### config.mk
export PLATFORM = sky130hd
export DESIGN_NAME = pes_graycode_updown_flat
export DESIGN_NICKNAME = d
export VERILOG_FILES = /design/src/rtl/pes_graycode_updown_if.sv /design/src/rtl/pes_graycode_updown.sv /design/src/flat_wrapper.sv
export SDC_FILE = /design/constraint.sdc
export NUM_CORES = 1
export LEC_CHECK = 0
export ABC_AREA = 1
export ABC_CLOCK_PERIOD_IN_PS = 2400
export CAP_MARGIN = 20
export CORE_MARGIN = 8
export CORE_UTILIZATION = 48
export CTS_CLUSTER_SIZE = 20
export DETAILED_ROUTE_END_ITERATION = 12
export GPL_ROUTABILITY_DRIVEN = 0
export PLACE_DENSITY_LB_ADDON = 0.12
export SYNTH_ARGS = -nofsm -noshare
export SYNTH_HDL_FRONTEND = slang
export SYNTH_SLANG_ARGS = --single-unit
### constraint.sdc
create_clock -name clk -period 2.4 [get_ports clk]
set_clock_uncertainty 0.1 [all_clocks]
set_input_delay 0.6 -clock clk [delete_from_list [all_inputs] [get_ports clk]]
set_output_delay 0.6 -clock clk [all_outputs]
set_load 0.03 [all_outputs]
### src/rtl/pes_graycode_updown_if.sv
// Control/status bundle for the up/down Gray-code counter.
// master drives the step/clear/load requests; slave is the counter itself.
interface pes_graycode_updown_if #(
    parameter int unsigned WIDTH = 8
);
    logic             enable;
    logic             up_down;
    logic             clear;
    logic             load;
    logic [WIDTH-1:0] load_value;
    logic [WIDTH-1:0] gray_count;
    logic [WIDTH-1:0] bin_count;
    logic             terminal;
    logic             wrap;

    modport master (
        output enable, up_down, clear, load, load_value,
        input  gray_count, bin_count, terminal, wrap
    );

    modport slave (
        input  enable, up_down, clear, load, load_value,
        output gray_count, bin_count, terminal, wrap
    );
endinterface

### src/rtl/pes_graycode_updown.sv
// Parametrised up/down Gray-code counter with clear, Gray load, wrap/saturate
// modes, binary shadow output and terminal/wrap indications.
module pes_graycode_updown #(
    parameter int unsigned WIDTH    = 8,
    parameter int unsigned SATURATE = 0,
    parameter int unsigned INIT     = 0
) (
    input logic                  clk,
    input logic                  reset,
    pes_graycode_updown_if.slave bus
);
    typedef enum logic [1:0] {
        OP_HOLD,
        OP_CLEAR,
        OP_LOAD,
        OP_STEP
    } op_e;

    localparam logic [WIDTH-1:0] INIT_BIN  = WIDTH'(INIT);
    localparam logic [WIDTH-1:0] INIT_GRAY = INIT_BIN ^ (INIT_BIN >> 1);

    logic [WIDTH-1:0] b_q;
    logic [WIDTH-1:0] b_d;
    logic [WIDTH-1:0] g_q;
    logic [WIDTH-1:0] g_d;
    logic             wrap_q;
    logic             wrap_d;
    op_e              op;

    function automatic logic [WIDTH-1:0] gray_to_bin(input logic [WIDTH-1:0] g);
        logic [WIDTH-1:0] b;
        b = '0;
        b[WIDTH-1] = g[WIDTH-1];
        for (int unsigned k = 1; k < WIDTH; k++) begin
            b[WIDTH-1-k] = b[WIDTH-k] ^ g[WIDTH-1-k];
        end
        return b;
    endfunction

    always_comb begin
        op = OP_HOLD;
        if (bus.clear) begin
            op = OP_CLEAR;
        end else if (bus.load) begin
            op = OP_LOAD;
        end else if (bus.enable) begin
            op = OP_STEP;
        end
    end

    always_comb begin
        b_d    = b_q;
        wrap_d = 1'b0;
        case (op)
            OP_CLEAR: b_d = '0;
            OP_LOAD:  b_d = gray_to_bin(bus.load_value);
            OP_STEP: begin
                if (bus.up_down) begin
                    if (b_q == '1) begin
                        if (SATURATE == 0) begin
                            b_d    = '0;
                            wrap_d = 1'b1;
                        end
                    end else begin
                        b_d = b_q + WIDTH'(1);
                    end
                end else begin
                    if (b_q == '0) begin
                        if (SATURATE == 0) begin
                            b_d    = '1;
                            wrap_d = 1'b1;
                        end
                    end else begin
                        b_d = b_q - WIDTH'(1);
                    end
                end
            end
            default: ;
        endcase
    end

    // Gray output is registered from the next binary value so it never glitches.
    assign g_d = b_d ^ (b_d >> 1);

    always_ff @(posedge clk or negedge reset) begin
        if (!reset) begin
            b_q    <= INIT_BIN;
            g_q    <= INIT_GRAY;
            wrap_q <= 1'b0;
        end else begin
            b_q    <= b_d;
            g_q    <= g_d;
            wrap_q <= wrap_d;
        end
    end

    assign bus.gray_count = g_q;
    assign bus.bin_count  = b_q;
    assign bus.wrap       = wrap_q;
    assign bus.terminal   = bus.up_down ? (b_q == '1) : (b_q == '0);

endmodule

### src/flat_wrapper.sv
// flat-port wrapper written by rule: the top's interface ports become plain ports
module pes_graycode_updown_flat 
#(
    parameter int unsigned WIDTH    = 8,
    parameter int unsigned SATURATE = 0,
    parameter int unsigned INIT     = 0
)
  (clk, reset, bus_enable, bus_up_down, bus_clear, bus_load, bus_load_value, bus_gray_count, bus_bin_count, bus_terminal, bus_wrap);
  pes_graycode_updown_if #(.WIDTH(WIDTH)) bus_i ();
  input logic clk;
  input logic reset;
  input wire logic [$bits(bus_i.enable)-1:0] bus_enable;
  input wire logic [$bits(bus_i.up_down)-1:0] bus_up_down;
  input wire logic [$bits(bus_i.clear)-1:0] bus_clear;
  input wire logic [$bits(bus_i.load)-1:0] bus_load;
  input wire logic [$bits(bus_i.load_value)-1:0] bus_load_value;
  output wire logic [$bits(bus_i.gray_count)-1:0] bus_gray_count;
  output wire logic [$bits(bus_i.bin_count)-1:0] bus_bin_count;
  output wire logic [$bits(bus_i.terminal)-1:0] bus_terminal;
  output wire logic [$bits(bus_i.wrap)-1:0] bus_wrap;
  assign bus_i.enable = bus_enable;
  assign bus_i.up_down = bus_up_down;
  assign bus_i.clear = bus_clear;
  assign bus_i.load = bus_load;
  assign bus_i.load_value = bus_load_value;
  assign bus_gray_count = bus_i.gray_count;
  assign bus_bin_count = bus_i.bin_count;
  assign bus_terminal = bus_i.terminal;
  assign bus_wrap = bus_i.wrap;
  pes_graycode_updown #(.WIDTH(WIDTH), .SATURATE(SATURATE), .INIT(INIT)) u_core (.clk(clk), .reset(reset), .bus(bus_i));
endmodule
==> flow_metrics.env <==
export IMPL_status="finished clean"
export IMPL_cts_hold_buf=0
export IMPL_hold_viol_final=0
export IMPL_reg2regPathDepth=15
export IMPL_antenna_found_initial=0
export IMPL_dr_pass1_iters=5
export IMPL_grt_pass1_wl_mm=5.34
export IMPL_crit_slowest_cell="dfrtp_1"
export IMPL_leakage_nw=0.889
export IMPL_grt_overflow_total=0
export IMPL_path_cells="buf_6 -> ha_4 -> nand2_2 -> inv_2 -> nand2_4 -> nor3_4 -> nand4_1 -> nand2_1 -> buf_6"
export IMPL_hold_path_class="input port to async pin"
export IMPL_die_h_microns=66.3
export IMPL_ys_ff_latch=16
export IMPL_ys_seq_area_frac=0.330
export IMPL_grt_usage=0.153
export IMPL_clk_path_buf_depth=2
export IMPL_placed_area_sq_um=1600
export IMPL_drc_errors=0
export IMPL_syn_nets=181
export IMPL_drive_gt1_frac=0.309
export IMPL_synthCells=165
export IMPL_vias=1325
export IMPL_num_rows=18
export IMPL_h_tree_depth=1
export IMPL_critPathRequiredTime_ps=1700
export IMPL_layout_common_cells="nand2_1, clkdlybuf4s50_1, inv_1, buf_4, nand3_1"
export IMPL_clock_sinks=16
export IMPL_peakVddDrop_mv=0.574
export IMPL_wire_per_inst_microns=14.4
export IMPL_antennaDiodeCount=0
export IMPL_yosysWarningCount=0
export IMPL_dp_hpwl_mm=2.50
export IMPL_design_area_sq_um=1800
export IMPL_final_core_util=0.741
export IMPL_mappedNetlistArea_sq_um=1210
export IMPL_worst_ep_arrival_time_ps=1690
export IMPL_maxSlewViolCount=0
export IMPL_initial_core_util=0.499
export IMPL_tightest_slew_ps=338
export IMPL_maxCapViolCount=0
export IMPL_clk_latency_ps=290
export IMPL_r2r_start="u_core.bus.bin_count[0]"
export IMPL_cp_endpoint="bus_terminal"
export IMPL_dieArea_sq_um=4400
export IMPL_routed_wl_mm=3.55
export IMPL_max_slew_margin=0.772
export IMPL_first_iter_violations=61
export IMPL_path_clk_slew_ps=100
export IMPL_pin_count=32
export IMPL_dpl_worst_slack_ps=-193
export IMPL_path_max_fanout=4
export IMPL_critPathLaunchType="flip-flop"
export IMPL_cts_root_buf="clkbuf_4"
export IMPL_port_buffers=31
export IMPL_setup_ws_ps=5.51
export IMPL_ant_nets=0
export IMPL_fin_crit_ps=2390
export IMPL_crit_top_cell="buf_6"
export IMPL_worstSetupEndpointType="output port"
export IMPL_fin_crit_sh=0.998
export IMPL_die_w_microns=66.3
export IMPL_yosysUniqueCellTypes=28
export IMPL_fin_hold_ws_ps=507
export IMPL_grt_max_degree=17
export IMPL_powerDensity_nw_per_um2=620
export IMPL_nets=234
export IMPL_path_class="flip-flop to output port"
export IMPL_p_total_mw=1.12
export IMPL_r2r_slack_ps=160
export IMPL_setup_viol=0
export IMPL_crit_start="u_core.bus.bin_count[0]"
export IMPL_cts_buffers=3
export IMPL_slowest_delay_ps=390
export IMPL_core_sq_um=2430
export IMPL_rsz0062_at_grt="yes"
export IMPL_syn_avg_cell_area_sq_um=7.36
export IMPL_viasPerCell=5.36
export IMPL_fmax_ghz=0.418
export IMPL_r2r_end="u_core.bus.gray_count[3]"
export IMPL_grt_pass1_vias=1235
export IMPL_cts_tree="done"
export IMPL_areaGrowthSynthToFinish_pct=48.4
[what timing repair did]
item | in CTS | in global routing
pin swaps | 1 | 8
endpoints found under the setup margin | 1 | 3
gates resized for setup | 4 | 21
buffers inserted | 2 | 10
[flip-flops by register name (all words and copies together), names as in the netlist]
signal / cells
u_core.bus.wrap: 1
u_core.bus.gray_count: 7
u_core.bus.bin_count: 8
[layer usage]
metal / global-route usage / routed length [microns] / vias up
met1: 0.165 / 1350 / 602
met3: 0.0559 / 277 / 18
met2: 0.264 / 1760 / 62
met5: 0 / 0 / -
met4: 0.0640 / 158 / 0
li1: - / - / 643
[per-stage QoR]
stage                     instances  TNS [ps]
after floorplan                 165         0
after global placement          231      -227
after detailed placement        231      -594
after global routing            247     -56.9
final                           247         0
after CTS                       237         0
[worst min path at each step]
| stage | cells past startpoint | from | end |
|---|---|---|---|
| 2_1_floorplan | 0 | reset | u_core.bus.bin_count[0] |
| 3_3_place_gp | 2 | u_core.bus.bin_count[5] | u_core.bus.bin_count[5] |
| 3_5_place_dp | 2 | u_core.bus.bin_count[5] | u_core.bus.bin_count[5] |
| 4_1_cts | 2 | reset | u_core.bus.gray_count[6] |
| 5_1_grt | 2 | reset | u_core.bus.gray_count[6] |
| 6_report | 2 | reset | u_core.bus.gray_count[6] |
[layout make-up]
class / count / area (sq um)
Timing Repair Buffer: 51 / 468
Tap cell: 30 / 37.5
Fill cell: 199 / 629
Inverter: 28 / 105
Sequential cell: 16 / 407
Clock buffer: 4 / 36.3
Multi-Input combinational cell: 118 / 749
[report_power, final]
group / switching (mW) / leakage [nW] / internal, mW
sequential: 0.0470 / 0.194 / 0.322
clock: 0.0898 / 0.0210 / 0.0925
combinational: 0.322 / 0.674 / 0.244
total: 0.459 / 0.889 / 0.658
[logic make-up (layout without fill, tap and decap cells)]
group                      count (synthesis)  after routing  share of synthesized area
and+or+nand+nor                           81             81                      0.338
xor gates and xnor gates                  10             10                     0.0721
AOI/OAI and AO/OA                         25             25                      0.137
adders and majority gates                  2              2                     0.0206
DFF                                       16             16                      0.330
buffers and inverters                     31             83                      0.103
[cells in the mapped netlist, drive strengths merged]
library cell / number / area, sq um
xor2: 9 / 78.8
nor3: 3 / 20.0
ha: 2 / 25.0
xnor2: 1 / 8.76
dfrtp: 16 / 400
o211ai: 3 / 27.5
nor2: 12 / 47.6
nand4: 3 / 18.8
nand3: 24 / 155
nand2: 36 / 145
nand3b: 1 / 11.3
o311ai: 2 / 17.5
inv: 28 / 105
o21a: 1 / 7.51
or2: 2 / 12.5
buf: 3 / 20.0
a21oi: 8 / 51.3
o21ai: 11 / 62.6
[worst max-delay path: cells and delay by family (launching register included)]
kind	cells	cell delay [ps]
fa+ha+maj	1	130
simple gates	5	530
flops	1	390
buf+inv	3	340
Power figures use the tool's default switching activity.
